$ cat src/rtl/alu_pkg.sv
// Shared opcode encoding for the ALU and anything that drives it.
// Opcodes 11..15 are reserved and evaluate to zero.
package alu_pkg;

    localparam int OPCODE_W = 4;

    typedef logic [OPCODE_W-1:0] opcode_t;

    localparam opcode_t OP_ADD = 4'd0;
    localparam opcode_t OP_SUB = 4'd1;
    localparam opcode_t OP_MUL = 4'd2;
    localparam opcode_t OP_SHR = 4'd3;
    localparam opcode_t OP_SHL = 4'd4;
    localparam opcode_t OP_DIV = 4'd5;
    localparam opcode_t OP_NOT = 4'd6;
    localparam opcode_t OP_AND = 4'd7;
    localparam opcode_t OP_OR  = 4'd8;
    localparam opcode_t OP_XOR = 4'd9;
    localparam opcode_t OP_ONE = 4'd10;

endpackage

$ cat src/rtl/alu_if.sv
// Operand/opcode bus into the ALU and its registered result/conditional bit back out.
// The master drives operands; the slave (the ALU) returns results one cycle later.
interface alu_if #(
    parameter int WIDTH     = 8,
    parameter int MUL_WIDTH = 12
) ();
    import alu_pkg::*;

    logic [WIDTH-1:0]     a;
    logic [WIDTH-1:0]     b;
    opcode_t              opsel;
    logic                 in;
    logic                 cond1;
    logic                 cond2;
    logic [MUL_WIDTH-1:0] result;
    logic                 out;

    modport master (
        output a, b, opsel, in, cond1, cond2,
        input  result, out
    );

    modport slave (
        input  a, b, opsel, in, cond1, cond2,
        output result, out
    );

endinterface

$ cat src/rtl/alu_div.sv
// Combinational unsigned WIDTH/WIDTH restoring divider, fully unrolled so it
// settles within a single clock period. Divide-by-zero is flagged separately.
module alu_div #(
    parameter int WIDTH = 8
) (
    input  logic [WIDTH-1:0] i_dividend,
    input  logic [WIDTH-1:0] i_divisor,
    output logic [WIDTH-1:0] o_quotient,
    output logic             o_div_by_zero
);

    logic [WIDTH:0]   w_rem;
    logic [WIDTH-1:0] w_quo;

    // NOTE: every variable assigned in always_comb gets a default first so no latch is inferred.
    always_comb begin
        w_rem = '0;
        w_quo = '0;
        for (int i = WIDTH - 1; i >= 0; i--) begin
            w_rem = {w_rem[WIDTH-1:0], i_dividend[i]};
            if (w_rem >= {1'b0, i_divisor}) begin
                w_rem    = w_rem - {1'b0, i_divisor};
                w_quo[i] = 1'b1;
            end
        end
    end

    assign o_quotient    = w_quo;
    assign o_div_by_zero = (i_divisor == '0);

endmodule

$ cat src/rtl/alu.sv
// Registered integer ALU: zero-extended unsigned operands, MUL_WIDTH-wide result
// modulo 2^MUL_WIDTH, plus an independent priority-selected conditional bit.
module alu
    import alu_pkg::*;
#(
    parameter int WIDTH     = 8,
    parameter int MUL_WIDTH = 12
) (
    input  logic  clk,
    input  logic  rst_n,
    alu_if.slave  bus
);

    logic [MUL_WIDTH-1:0] w_a_ext;
    logic [MUL_WIDTH-1:0] w_b_ext;
    logic                 w_shift_oob;
    logic [WIDTH-1:0]     w_quotient;
    logic                 w_div_by_zero;
    logic [MUL_WIDTH-1:0] w_next_result;
    logic                 w_next_out;

    logic [MUL_WIDTH-1:0] r_result;
    logic                 r_out;

    assign w_a_ext     = MUL_WIDTH'(bus.a);
    assign w_b_ext     = MUL_WIDTH'(bus.b);
    // Shift amounts at or beyond the result width flush every bit out.
    assign w_shift_oob = (w_b_ext >= MUL_WIDTH'(MUL_WIDTH));

    alu_div #(
        .WIDTH (WIDTH)
    ) u_div (
        .i_dividend    (bus.a),
        .i_divisor     (bus.b),
        .o_quotient    (w_quotient),
        .o_div_by_zero (w_div_by_zero)
    );

    always_comb begin
        w_next_result = '0;
        case (bus.opsel)
            OP_ADD: w_next_result = w_a_ext + w_b_ext;
            OP_SUB: w_next_result = w_a_ext - w_b_ext;
            OP_MUL: w_next_result = w_a_ext * w_b_ext;
            OP_SHR: w_next_result = w_shift_oob ? '0 : (w_a_ext >> w_b_ext);
            OP_SHL: w_next_result = w_shift_oob ? '0 : (w_a_ext << w_b_ext);
            OP_DIV: w_next_result = w_div_by_zero ? '1 : MUL_WIDTH'(w_quotient);
            OP_NOT: w_next_result = ~w_a_ext;
            OP_AND: w_next_result = w_a_ext & w_b_ext;
            OP_OR:  w_next_result = w_a_ext | w_b_ext;
            OP_XOR: w_next_result = w_a_ext ^ w_b_ext;
            OP_ONE: w_next_result = MUL_WIDTH'(1);
            default: w_next_result = '0;
        endcase
    end

    always_comb begin
        w_next_out = 1'b0;
        if (bus.cond1) begin
            w_next_out = bus.in;
        end else if (bus.cond2) begin
            w_next_out = ~bus.in;
        end
    end

    // NOTE: sequential state is written with non-blocking assignments only.
    always_ff @(posedge clk or negedge rst_n) begin
        if (!rst_n) begin
            r_result <= '0;
            r_out    <= 1'b0;
        end else begin
            r_result <= w_next_result;
            r_out    <= w_next_out;
        end
    end

    assign bus.result = r_result;
    assign bus.out    = r_out;

endmodule

$ cat src/flat_wrapper.sv
// flat-port wrapper written by rule: the top's interface ports become plain ports
module alu_flat import alu_pkg::*;
#(
    parameter int WIDTH     = 8,
    parameter int MUL_WIDTH = 12
)
  (clk, rst_n, bus_a, bus_b, bus_opsel, bus_in, bus_cond1, bus_cond2, bus_result, bus_out);
  alu_if #(.WIDTH(WIDTH), .MUL_WIDTH(MUL_WIDTH)) bus_i ();
  input  logic clk;
  input  logic rst_n;
  input wire logic [$bits(bus_i.a)-1:0] bus_a;
  input wire logic [$bits(bus_i.b)-1:0] bus_b;
  input wire logic [$bits(bus_i.opsel)-1:0] bus_opsel;
  input wire logic [$bits(bus_i.in)-1:0] bus_in;
  input wire logic [$bits(bus_i.cond1)-1:0] bus_cond1;
  input wire logic [$bits(bus_i.cond2)-1:0] bus_cond2;
  output wire logic [$bits(bus_i.result)-1:0] bus_result;
  output wire logic [$bits(bus_i.out)-1:0] bus_out;
  assign bus_i.a = bus_a;
  assign bus_i.b = bus_b;
  assign bus_i.opsel = bus_opsel;
  assign bus_i.in = bus_in;
  assign bus_i.cond1 = bus_cond1;
  assign bus_i.cond2 = bus_cond2;
  assign bus_result = bus_i.result;
  assign bus_out = bus_i.out;
  alu #(.WIDTH(WIDTH), .MUL_WIDTH(MUL_WIDTH)) u_core (.clk(clk), .rst_n(rst_n), .bus(bus_i));
endmodule
$ cat config.mk
export PLATFORM = sky130hd
export DESIGN_NAME = alu_flat
export DESIGN_NICKNAME = d
export VERILOG_FILES = /design/src/rtl/alu_pkg.sv /design/src/rtl/alu_if.sv /design/src/rtl/alu_div.sv /design/src/rtl/alu.sv /design/src/flat_wrapper.sv
export SDC_FILE = /design/constraint.sdc
export NUM_CORES = 1
export LEC_CHECK = 0
export CORE_UTILIZATION = 65
export CTS_CLUSTER_DIAMETER = 50
export DETAILED_ROUTE_END_ITERATION = 8
export PLACE_DENSITY = 0.95
export SYNTH_ARGS = -nofsm -noshare
export SYNTH_HDL_FRONTEND = slang
export SYNTH_HIERARCHICAL = 1
export SYNTH_SLANG_ARGS = --single-unit
$ cat constraint.sdc
create_clock -name clk -period 1.5 [get_ports clk]
set_clock_uncertainty 0.15 [all_clocks]
set_input_delay 0.3 -clock clk [delete_from_list [all_inputs] [get_ports clk]]
set_output_delay 0.3 -clock clk [all_outputs]
set_load 0.01 [all_outputs]
==> results of run 1 <==
## logic make-up after synthesis
logic type	after synthesis	synth area share, %
flops	13	4.63
fa+ha+maj	144	29.8
mux	45	7.38
xor+xnor	38	4.73
buf+inv	145	8.27
compound gates	249	24.6
simple gates	290	20.6
## stage by stage
stage               setup WS (ps)  setup TNS [ps]  area, sq um  std cells  utilization (%)
floorplan                  -11770          -59080         7480        924                -
global placement           -12010          -67490         9930       1348             95.3
detailed placement         -13440          -74520         9930       1348             95.3
## cells in the mapped netlist (7+ instances only)
cell and count:
o21a_1 9, and3_1 10, ha_1 105, a221o_1 7, fa_1 39, o21ai_0 53, dfrtp_1 13, nand2_1 65
nand2b_1 12, and2_1 8, buf_2 12, xor2_1 13, inv_1 104, mux2_2 14, o21ai_1 8, or3_1 7
nor2_1 99, a21o_1 17, xnor2_1 25, o221ai_1 8, nand3_1 14, a21oi_1 49, nor3_1 18, a22oi_1 7
a31oi_1 13, nand4_1 7, clkbuf_1 16, mux2i_1 26, nor2b_1 19
==> results.toml, run 1 <==
[outcome]
status = "stopped before the end"
stop_stage = "clock tree synthesis (4_1_cts)"
tool.error = "[ERROR DPL-0038] Utilization greater than 100%, impossible to legalize"

[clocking]
numCtsBuffers = 3
post_cts_buffers = 102
cts_hold_buf = 0
cts_num_sinks = 13
clockRootBuffer = "clkbuf_8"
cts_resized = 236
cts_buffer_depth = 2
htree_levels = 1

[synthesis]
synth_top_area_share_pct = 18.7
syn-mean-instance-area_sq_um = 7.61
synth_cell_types = 91
synthFlopType = "dfrtp_1"
ys_ff_latch = 13
yosysTopAreaCell = "ha_1"
synth-warning-count = 6
mappedNetlistArea_sq_um = 7030
yosys-top-cells-area = "ha_1 19%, fa_1 11%, inv_1 5.6%, nor2_1 5.3%, dfrtp_1 4.6%"
synth_edf_count = 0
ys_seq_area_share_pct = 4.63
synthCells = 924
synth_nets = 1093
synth_async_sr_flop_share_pct = 100

[floorplanning]
die_y_um = 106
io_pins = 38
rows = 37
start_util_pct = 67.5
die_x_um = 106

[place]
portBuffers = 37
dpl.hpwl_um = 28600
gp_congestion = 1.14
==> run 2, diff against run 1 <==
--- a/config.mk
+++ b/config.mk
@@ -5,10 +5,9 @@
 export SDC_FILE = /design/constraint.sdc
 export NUM_CORES = 1
 export LEC_CHECK = 0
-export CORE_UTILIZATION = 65
-export CTS_CLUSTER_DIAMETER = 50
+export CORE_UTILIZATION = 40
 export DETAILED_ROUTE_END_ITERATION = 8
-export PLACE_DENSITY = 0.95
+export PLACE_DENSITY_LB_ADDON = 0.15
 export SYNTH_ARGS = -nofsm -noshare
 export SYNTH_HDL_FRONTEND = slang
 export SYNTH_HIERARCHICAL = 1
==> run 2 against run 1 <==
The flow now finishes, with violations (setup timing). Synthesized cell count unchanged. Synthesized area stayed put.
==> results.toml, run 2 <==
[synthesis]
synthFlopType = "dfrtp_1"
ys_seq_area_share_pct = 4.63
synthCells = 924
syn-mean-instance-area_sq_um = 7.61
yosysTopAreaCell = "ha_1"
synth-warning-count = 6
yosys-top-cells-area = "ha_1 19%, fa_1 11%, inv_1 5.6%, nor2_1 5.3%, dfrtp_1 4.6%"
synth_edf_count = 0
synth_async_sr_flop_share_pct = 100
synth_nets = 1093
synth_top_area_share_pct = 18.7
ys_ff_latch = 13
synth_cell_types = 91
synthTopCellsByCount = "105 x ha_1, 104 x inv_1, 99 x nor2_1"
mappedNetlistArea_sq_um = 7030
synth.most_common_cell = "ha_1"

[clocking]
numCtsBuffers = 3
clockRootBuffer = "clkbuf_16"
clk_pin_slew_ps = 50
cts_num_sinks = 13
cts_tree = "yes"
cts_hold_buf = 0
cts_buffer_depth = 2
htree_levels = 1

[sta]
fin_ws_ps = -11600
slew_headroom_pct = 18.7
worst_pin_slew_ps = 1210
finalSetupViolations = 12
drv_slew = 0
rsz0062_at_grt = "true"
hold_ws_ps = 225
setup-tns-final_ps = -61410
hold_viol_final = 0
fin_crit_sh_pct = 874
timing.fmax_mhz = 76.3
fin_crit_ps = 13100

[floorplanning]
die_x_um = 135
coreArea_sq_um = 17200
die_y_um = 135
rows = 48
io_pins = 38
start_util_pct = 40.8
dieArea_sq_um = 18100

[critical_path]
crit_fanout = 8
worst_ep_required_time_ps = 1450
critPathMaxStageDelay_ps = 360
crit_end = "u_core/bus.result[0]$_DFF_PN0_"
crit_top_cell = "ha_4"
slowest_stage = "nor4_2"
path_class = "primary input to register"
crit_start = "bus_b[0]"
end_kind = "register"
arrival_ps = 13060
start_kind = "primary input"

[place]
dp_slack_ps = -12620
gp_congestion = 1.00
portBuffers = 37
dpl.hpwl_um = 21700

[grt]
first_global_vias = 8712
grt_first_pass_wirelength_um = 45300
grt_max_degree = 30
grt_antenna_before_repair = 0
overflow = 0
grt_usage_pct = 31.8

[detailed_routing]
post_drt_via_cell_ratio = 5.61
routed_wl_um = 29000
drc = 0
drtIter0Drc = 520
drt_first_pass_iters = 6
wl_per_cell_um = 18.8
ant_nets = 0
vias = 8633

[final_layout]
diodes = 0
fin_nets = 1484
largest_register_ffs = 12
mostFrequentLayoutCells = "332 x buf_4, 85 x nor2_1, 84 x inv_1"
syn2layout_area_growth_pct = 67.8
final_common_cell = "buf_4"
drive_gt1_share_pct = 46.3

[power_and_ir_drop]
p_leak_nw = 5.79
power_density_nw_per_um2 = 1090
ir_drop_mv = 0.899
finalPower_w = 0.0128

[outcome]
status = "finished with violations"
violations = "setup timing"

[run]
cap_violations = 0

[min_path]
hp-class = "primary input to asynchronous set/reset pin"
run 2: cell counts after synthesis:
No cell type changed its count.
run 2: cells by family (layout without fill, tap and decap cells):
logic type | Yosys count | after routing | share of synthesized area [%]
muxes | 45 | 45 | 7.38
and+or+nand+nor | 290 | 290 | 20.6
AOI/OAI and AO/OA | 249 | 249 | 24.6
adders and majority gates | 144 | 144 | 29.8
buffers and inverters | 145 | 535 | 8.27
xor gates and xnor gates | 38 | 38 | 4.73
DFF | 13 | 13 | 4.63
run 2: what timing repair did:
item	in CTS	in global routing
gates resized for setup	225	69
pin swaps	97	68
setup endpoints to repair	25	12
buffers inserted	75	19
run 2: per-stage QoR:
step / util [%] / instance area (sq um) / instances
2_1_floorplan: - / 7480 / 924
3_3_place_gp: 58.5 / 10100 / 1443
3_5_place_dp: 58.5 / 10100 / 1443
4_1_cts: 65.8 / 11300 / 1522
5_1_grt: 68.4 / 11800 / 1539
6_report: 68.4 / 11800 / 1539
run 2: metal layers:
| metal | vias up | global-route usage, % | part of all wire, % |
|---|---|---|---|
| met5 | - | 0 | 0 |
| met4 | 0 | 16.2 | 5.7 |
| met3 | 113 | 3.27 | 5.1 |
| met2 | 320 | 55.9 | 48 |
| met1 | 4119 | 38.5 | 41 |
| li1 | 4081 | - | - |
run 2: how the worst min path moves through the flow:
stage / from / end / slack [ps] / cells after the start
after CTS: rst_n / u_core/bus.result[4]$_DFF_PN0_ / 230 / 2
final: rst_n / u_core/bus.result[4]$_DFF_PN0_ / 230 / 2
after global placement: rst_n / u_core/bus.result[7]$_DFF_PN0_ / 470 / 2
after detailed placement: rst_n / u_core/bus.result[11]$_DFF_PN0_ / 470 / 2
after floorplan: rst_n / u_core/bus.out$_DFF_PN0_ / -150 / 0
after global routing: rst_n / u_core/bus.result[0]$_DFF_PN0_ / 240 / 2
run 2: critical path: cells and delay by family:
kind,cells,cell delay [ps]
AOI/OAI and AO/OA,42,7060
adders and majority gates,8,1880
buffers and inverters,11,1060
muxes,3,750
and+or+nand+nor,14,1970
run 2: cell type report:
cell class,instances,area [sq um]
clock buffers,3,75.1
clock inverters,1,5.00
fillers,1341,5440
inverters,113,465
multi-input cells,766,7190
flip-flops and latches,13,325
well taps,225,282
repair buffers,418,3460
run 2: where the power goes:
part           switching, W  total [W]  internal (W)
Clock              0.000146   0.000500      0.000354
Combinational       0.00536     0.0119       0.00655
Sequential        0.0000149   0.000424      0.000409
No activity file was read; power rests on OpenSTA's default activity.
==> run 3, diff against run 2 <==
--- a/config.mk
+++ b/config.mk
@@ -5,6 +5,7 @@
 export SDC_FILE = /design/constraint.sdc
 export NUM_CORES = 1
 export LEC_CHECK = 0
+export CORE_ASPECT_RATIO = 0.7
 export CORE_UTILIZATION = 40
 export DETAILED_ROUTE_END_ITERATION = 8
 export PLACE_DENSITY_LB_ADDON = 0.15
==> constraint.sdc (replaced) <==
create_clock -name clk -period 1.5 [get_ports clk]
set_clock_uncertainty 0.15 [all_clocks]
set_input_delay 0.3 -clock clk [delete_from_list [all_inputs] [get_ports clk]]
set_output_delay 0.3 -clock clk [all_outputs]
set_load 0.02 [all_outputs]
==> run 3 against run 2 <==
The flow still finishes with violations (setup timing). Sequential share of layout area barely moved. Combinational power fell by 8%. Routed wire length rose by 5.5%. Highest routed layer unchanged.
==> results.toml, run 3 (same netlist as run 2, synthesis figures left out) <==
[sta]
finalSetupViolations = 12
rsz0062_at_grt = "true"
setup-tns-final_ps = -62390
fin_crit_sh_pct = 875
hold_viol_final = 0
timing.fmax_mhz = 76.2
fin_ws_ps = -11620
drv_slew = 0
worst_pin_slew_ps = 707
slew_headroom_pct = 52.4
fin_crit_ps = 13120

[final_layout]
largest_register_ffs = 12
drive_gt1_share_pct = 47.9
fin_nets = 1484
syn2layout_area_growth_pct = 69.4
final_common_cell = "buf_4"
mostFrequentLayoutCells = "337 x buf_4, 82 x nor2_1, 80 x inv_1"

[floorplanning]
die_x_um = 160
io_pins = 38
rows = 40
coreArea_sq_um = 17200
dieArea_sq_um = 18100
die_y_um = 113
start_util_pct = 41.0

[power_and_ir_drop]
power_density_nw_per_um2 = 991
clockPowerShare_pct = 4.1
seq_power_share_pct = 3.6
ir_drop_mv = 1.19
finalPower_w = 0.0118
power_frac_comb_pct = 92.3
switching_share_pct = 44.8
p_leak_nw = 5.82
power.net_switching_w = 0.00528
p_int_w = 0.00652

[critical_path]
worst_ep_required_time_ps = 1450
start_kind = "primary input"
crit_fanout = 8
crit_start = "bus_b[0]"
critPathMaxStageDelay_ps = 320
path_class = "primary input to register"
end_kind = "register"
arrival_ps = 13080
slowest_stage = "mux2_4"
crit_top_cell = "buf_4"

[grt]
grt_antenna_before_repair = 1
grt_first_pass_wirelength_um = 45400
grt_usage_pct = 31.9
overflow = 0
first_global_vias = 8233
grt_max_degree = 30

[clocking]
htree_levels = 1
cts_num_sinks = 13
cts_tree = "yes"
clk_pin_slew_ps = 40
clockRootBuffer = "clkbuf_16"
numCtsBuffers = 3
cts_buffer_depth = 2

[detailed_routing]
drc = 0
vias = 8732
ant_nets = 0
drt_first_pass_iters = 5
routed_wl_um = 30600
wl_per_cell_um = 19.8
post_drt_via_cell_ratio = 5.65
drtIter0Drc = 781

[outcome]
status = "finished with violations"
violations = "setup timing"

[place]
portBuffers = 37
gp_congestion = 0.975
dpl.hpwl_um = 22500

[run]
cap_violations = 0

[min_path]
hp-class = "primary input to asynchronous set/reset pin"
-- run 3: changes by cell type in the layout (fill, tap and decap cells not counted), sizes merged --
| cell | delta |
|---|---|
| diode | +1 |
| bufbuf | +1 |
| buf | -1 |
| clkbuf | +6 |
| clkinv | -1 |
| clkdlybuf4s15 | -5 |
-- run 3: worst max-delay path by stage --
stage,endpoint,slack [ps],cells past startpoint
2_1_floorplan,u_core/bus.result[0]$_DFF_PN0_,-11770,77
3_3_place_gp,u_core/bus.result[0]$_DFF_PN0_,-12190,73
3_5_place_dp,u_core/bus.result[0]$_DFF_PN0_,-12650,71
4_1_cts,u_core/bus.result[0]$_DFF_PN0_,-11220,81
5_1_grt,u_core/bus.result[0]$_DFF_PN0_,-12260,80
6_report,u_core/bus.result[0]$_DFF_PN0_,-11620,84
-- run 3: repair_timing --
action	CTS	global route
buffers inserted	64	34
gates resized for setup	184	143
endpoints found under the setup margin	25	12
gates cloned	1	1
pin swaps	81	91
hold buffers	0	0
-- run 3: power groups by stage --
stage	combinational [W]	sequential [W]	clock (W)
after global routing	0.0118	0.000427	0.000519
final	0.0109	0.000421	0.000489
after global placement	0.00862	0.000429	0
after detailed placement	0.00868	0.000431	0
after CTS	0.00969	0.000423	0.000496
after floorplan	0.00538	0.000508	0
-- run 3: per-layer routing --
metal,vias to the layer above,routed length [um],track usage [%]
met5,-,0,0
met4,0,594,5.27
met1,4129,13800,48.0
met3,60,3060,5.90
li1,4103,-,-
met2,440,13100,47.4
-- run 3: final cells by class --
class                           instances  area [sq um]
Clock buffer                            4          78.8
Sequential cell                        13           325
Antenna cell                            1          2.50
Multi-Input combinational cell        766          7280
Timing Repair Buffer                  418          3460
Fill cell                            1319          5260
Inverter                              113           479
Tap cell                              231           289
-- run 3: worst max-delay path: cells and delay by family --
| family | cells | cell delay [ps] |
|---|---|---|
| AO/OA/AOI/OAI | 33 | 5210 |
| AND/OR/NAND/NOR | 14 | 1830 |
| adder cells (fa/ha/maj) | 7 | 1670 |
| multiplexers | 3 | 910 |
| buffers and inverters | 27 | 3200 |
-- run 3: per-stage QoR --
stage,utilization (%),cells,hold WS (ps),setup slack (ps),area [sq um]
2_1_floorplan,-,924,-146,-11770,7480
3_3_place_gp,58.5,1442,468,-12190,10000
3_5_place_dp,58.5,1442,465,-12650,10000
4_1_cts,64.7,1511,213,-11220,11100
5_1_grt,69.4,1545,234,-12260,11900
6_report,69.4,1546,213,-11620,11900
==> run 4, diff against run 3 <==
--- a/config.mk
+++ b/config.mk
@@ -5,10 +5,9 @@
 export SDC_FILE = /design/constraint.sdc
 export NUM_CORES = 1
 export LEC_CHECK = 0
-export CORE_ASPECT_RATIO = 0.7
 export CORE_UTILIZATION = 40
 export DETAILED_ROUTE_END_ITERATION = 8
-export PLACE_DENSITY_LB_ADDON = 0.15
+export PLACE_DENSITY_LB_ADDON = 0.3
 export SYNTH_ARGS = -nofsm -noshare
 export SYNTH_HDL_FRONTEND = slang
 export SYNTH_HIERARCHICAL = 1
==> run 4 against run 3 <==
The flow still finishes with violations (setup timing). Clock power shrank 1%. Fmax increased by 0.28%. Cell count down 0.84%. Via count decreased by 0.25%. Routed wire length down 4.5%. Power is 1.0% higher. Critical endpoint unchanged.
==> results.toml, run 4 (same netlist as run 2, synthesis figures left out) <==
[place]
gp_congestion = 1.00
placed_cells = 1437
portBuffers = 37
dp_slack_ps = -12700
dpl.hpwl_um = 21100

[clocking]
clk_pin_slew_ps = 40
cts_buffer_depth = 2
cts_tree = "yes"
numCtsBuffers = 3
clockRootBuffer = "clkbuf_16"
cts_num_sinks = 13
htree_levels = 1

[final_layout]
diodes = 0
drive_gt1_share_pct = 44.8
stdcell_count = 1533
final_common_cell = "buf_4"
syn2layout_area_growth_pct = 64.7
mostFrequentLayoutCells = "341 x buf_4, 87 x nor2_1, 87 x inv_1"
largest_register_ffs = 12
fin_nets = 1478

[sta]
rsz0062_at_grt = "true"
finalSetupViolations = 12
worst_pin_slew_ps = 1320
fin_crit_sh_pct = 872
hold_viol_final = 0
fin_ws_ps = -11590
setup-tns-final_ps = -60830
fin_crit_ps = 13090
drv_slew = 0
timing.fmax_mhz = 76.4
slew_headroom_pct = 10.9

[floorplanning]
die_y_um = 135
io_pins = 38
rows = 48
coreArea_sq_um = 17200
dieArea_sq_um = 18100
start_util_pct = 40.8
die_x_um = 135

[critical_path]
crit_family = "compound AO/OA/AOI/OAI gates"
critPathMaxStageDelay_ps = 330
worstPathBufferInverterCount = 10
slowest_stage = "ha_1"
arrival_ps = 13040
worst_ep_required_time_ps = 1450
end_kind = "register"
start_kind = "primary input"
crit_fanout = 8
path_class = "primary input to register"

[run]
cap_violations = 0

[detailed_routing]
drc = 0
routed_wl_um = 29200
vias = 8710
drt_first_pass_iters = 6
wl_per_cell_um = 19.1
drtIter0Drc = 805
ant_nets = 0
post_drt_via_cell_ratio = 5.68

[power_and_ir_drop]
finalPower_w = 0.0119
power_density_nw_per_um2 = 1030
ir_drop_mv = 1.38
p_leak_nw = 5.73

[grt]
grt_max_degree = 30
grt_first_pass_wirelength_um = 45000
first_global_vias = 9028
overflow = 0
grt_usage_pct = 31.5
grt_antenna_before_repair = 0

[min_path]
hp-class = "primary input to asynchronous set/reset pin"

[outcome]
status = "finished with violations"
violations = "setup timing"
[run 4: how the worst max path moves through the flow]
stage / start / endpoint / slack (ps) / cells past startpoint
detailed placement: bus_b[0] / u_core/bus.result[0]$_DFF_PN0_ / -12700 / 77
finish: bus_b[0] / u_core/bus.result[0]$_DFF_PN0_ / -11590 / 77
global placement: bus_b[0] / u_core/bus.result[0]$_DFF_PN0_ / -12330 / 75
global route: bus_b[0] / u_core/bus.result[0]$_DFF_PN0_ / -12180 / 73
CTS: bus_a[7] / u_core/bus.result[0]$_DFF_PN0_ / -11120 / 81
floorplan: bus_b[1] / u_core/bus.result[0]$_DFF_PN0_ / -11770 / 77
[run 4: report_power, final]
| part | switching (W) | total, W | internal [W] |
|---|---|---|---|
| Sequential | 0.0000121 | 0.000421 | 0.000409 |
| Clock | 0.000126 | 0.000482 | 0.000356 |
| Combinational | 0.00517 | 0.0110 | 0.00585 |
| Total | 0.00531 | 0.0119 | 0.00661 |
[run 4: timing repair]
action / 4_1_cts / 5_1_grt
pin swaps: 94 / 53
buffers inserted: 77 / 16
resized for setup: 214 / 47
hold buffers: 0 / 0
setup endpoints to repair: 25 / 12
endpoints found under the hold margin: 0 / 0
[run 4: routing by layer]
metal / wire [um] / up-vias / track usage [%]
met2: 14200 / 434 / 57.8
met1: 11300 / 4068 / 36.0
met3: 1950 / 147 / 4.02
li1: - / 4061 / -
met5: 0 / - / 0
met4: 1770 / 0 / 14.8
[run 4: final cells by class]
class | count | area (sq um)
Inverter | 113 | 464
Tap cell | 225 | 282
Multi-Input combinational cell | 766 | 7120
Sequential cell | 13 | 325
Fill cell | 1295 | 5650
Clock buffer | 4 | 78.8
Timing Repair Buffer | 412 | 3310
[run 4: metrics by stage]
step | util, % | hold WS [ps] | instance area [sq um]
2_1_floorplan | - | -146 | 7480
6_report | 67.2 | 235 | 11600
5_1_grt | 67.2 | 272 | 11600
4_1_cts | 65.3 | 236 | 11200
3_5_place_dp | 58.2 | 484 | 10000
3_3_place_gp | 58.2 | 473 | 10000
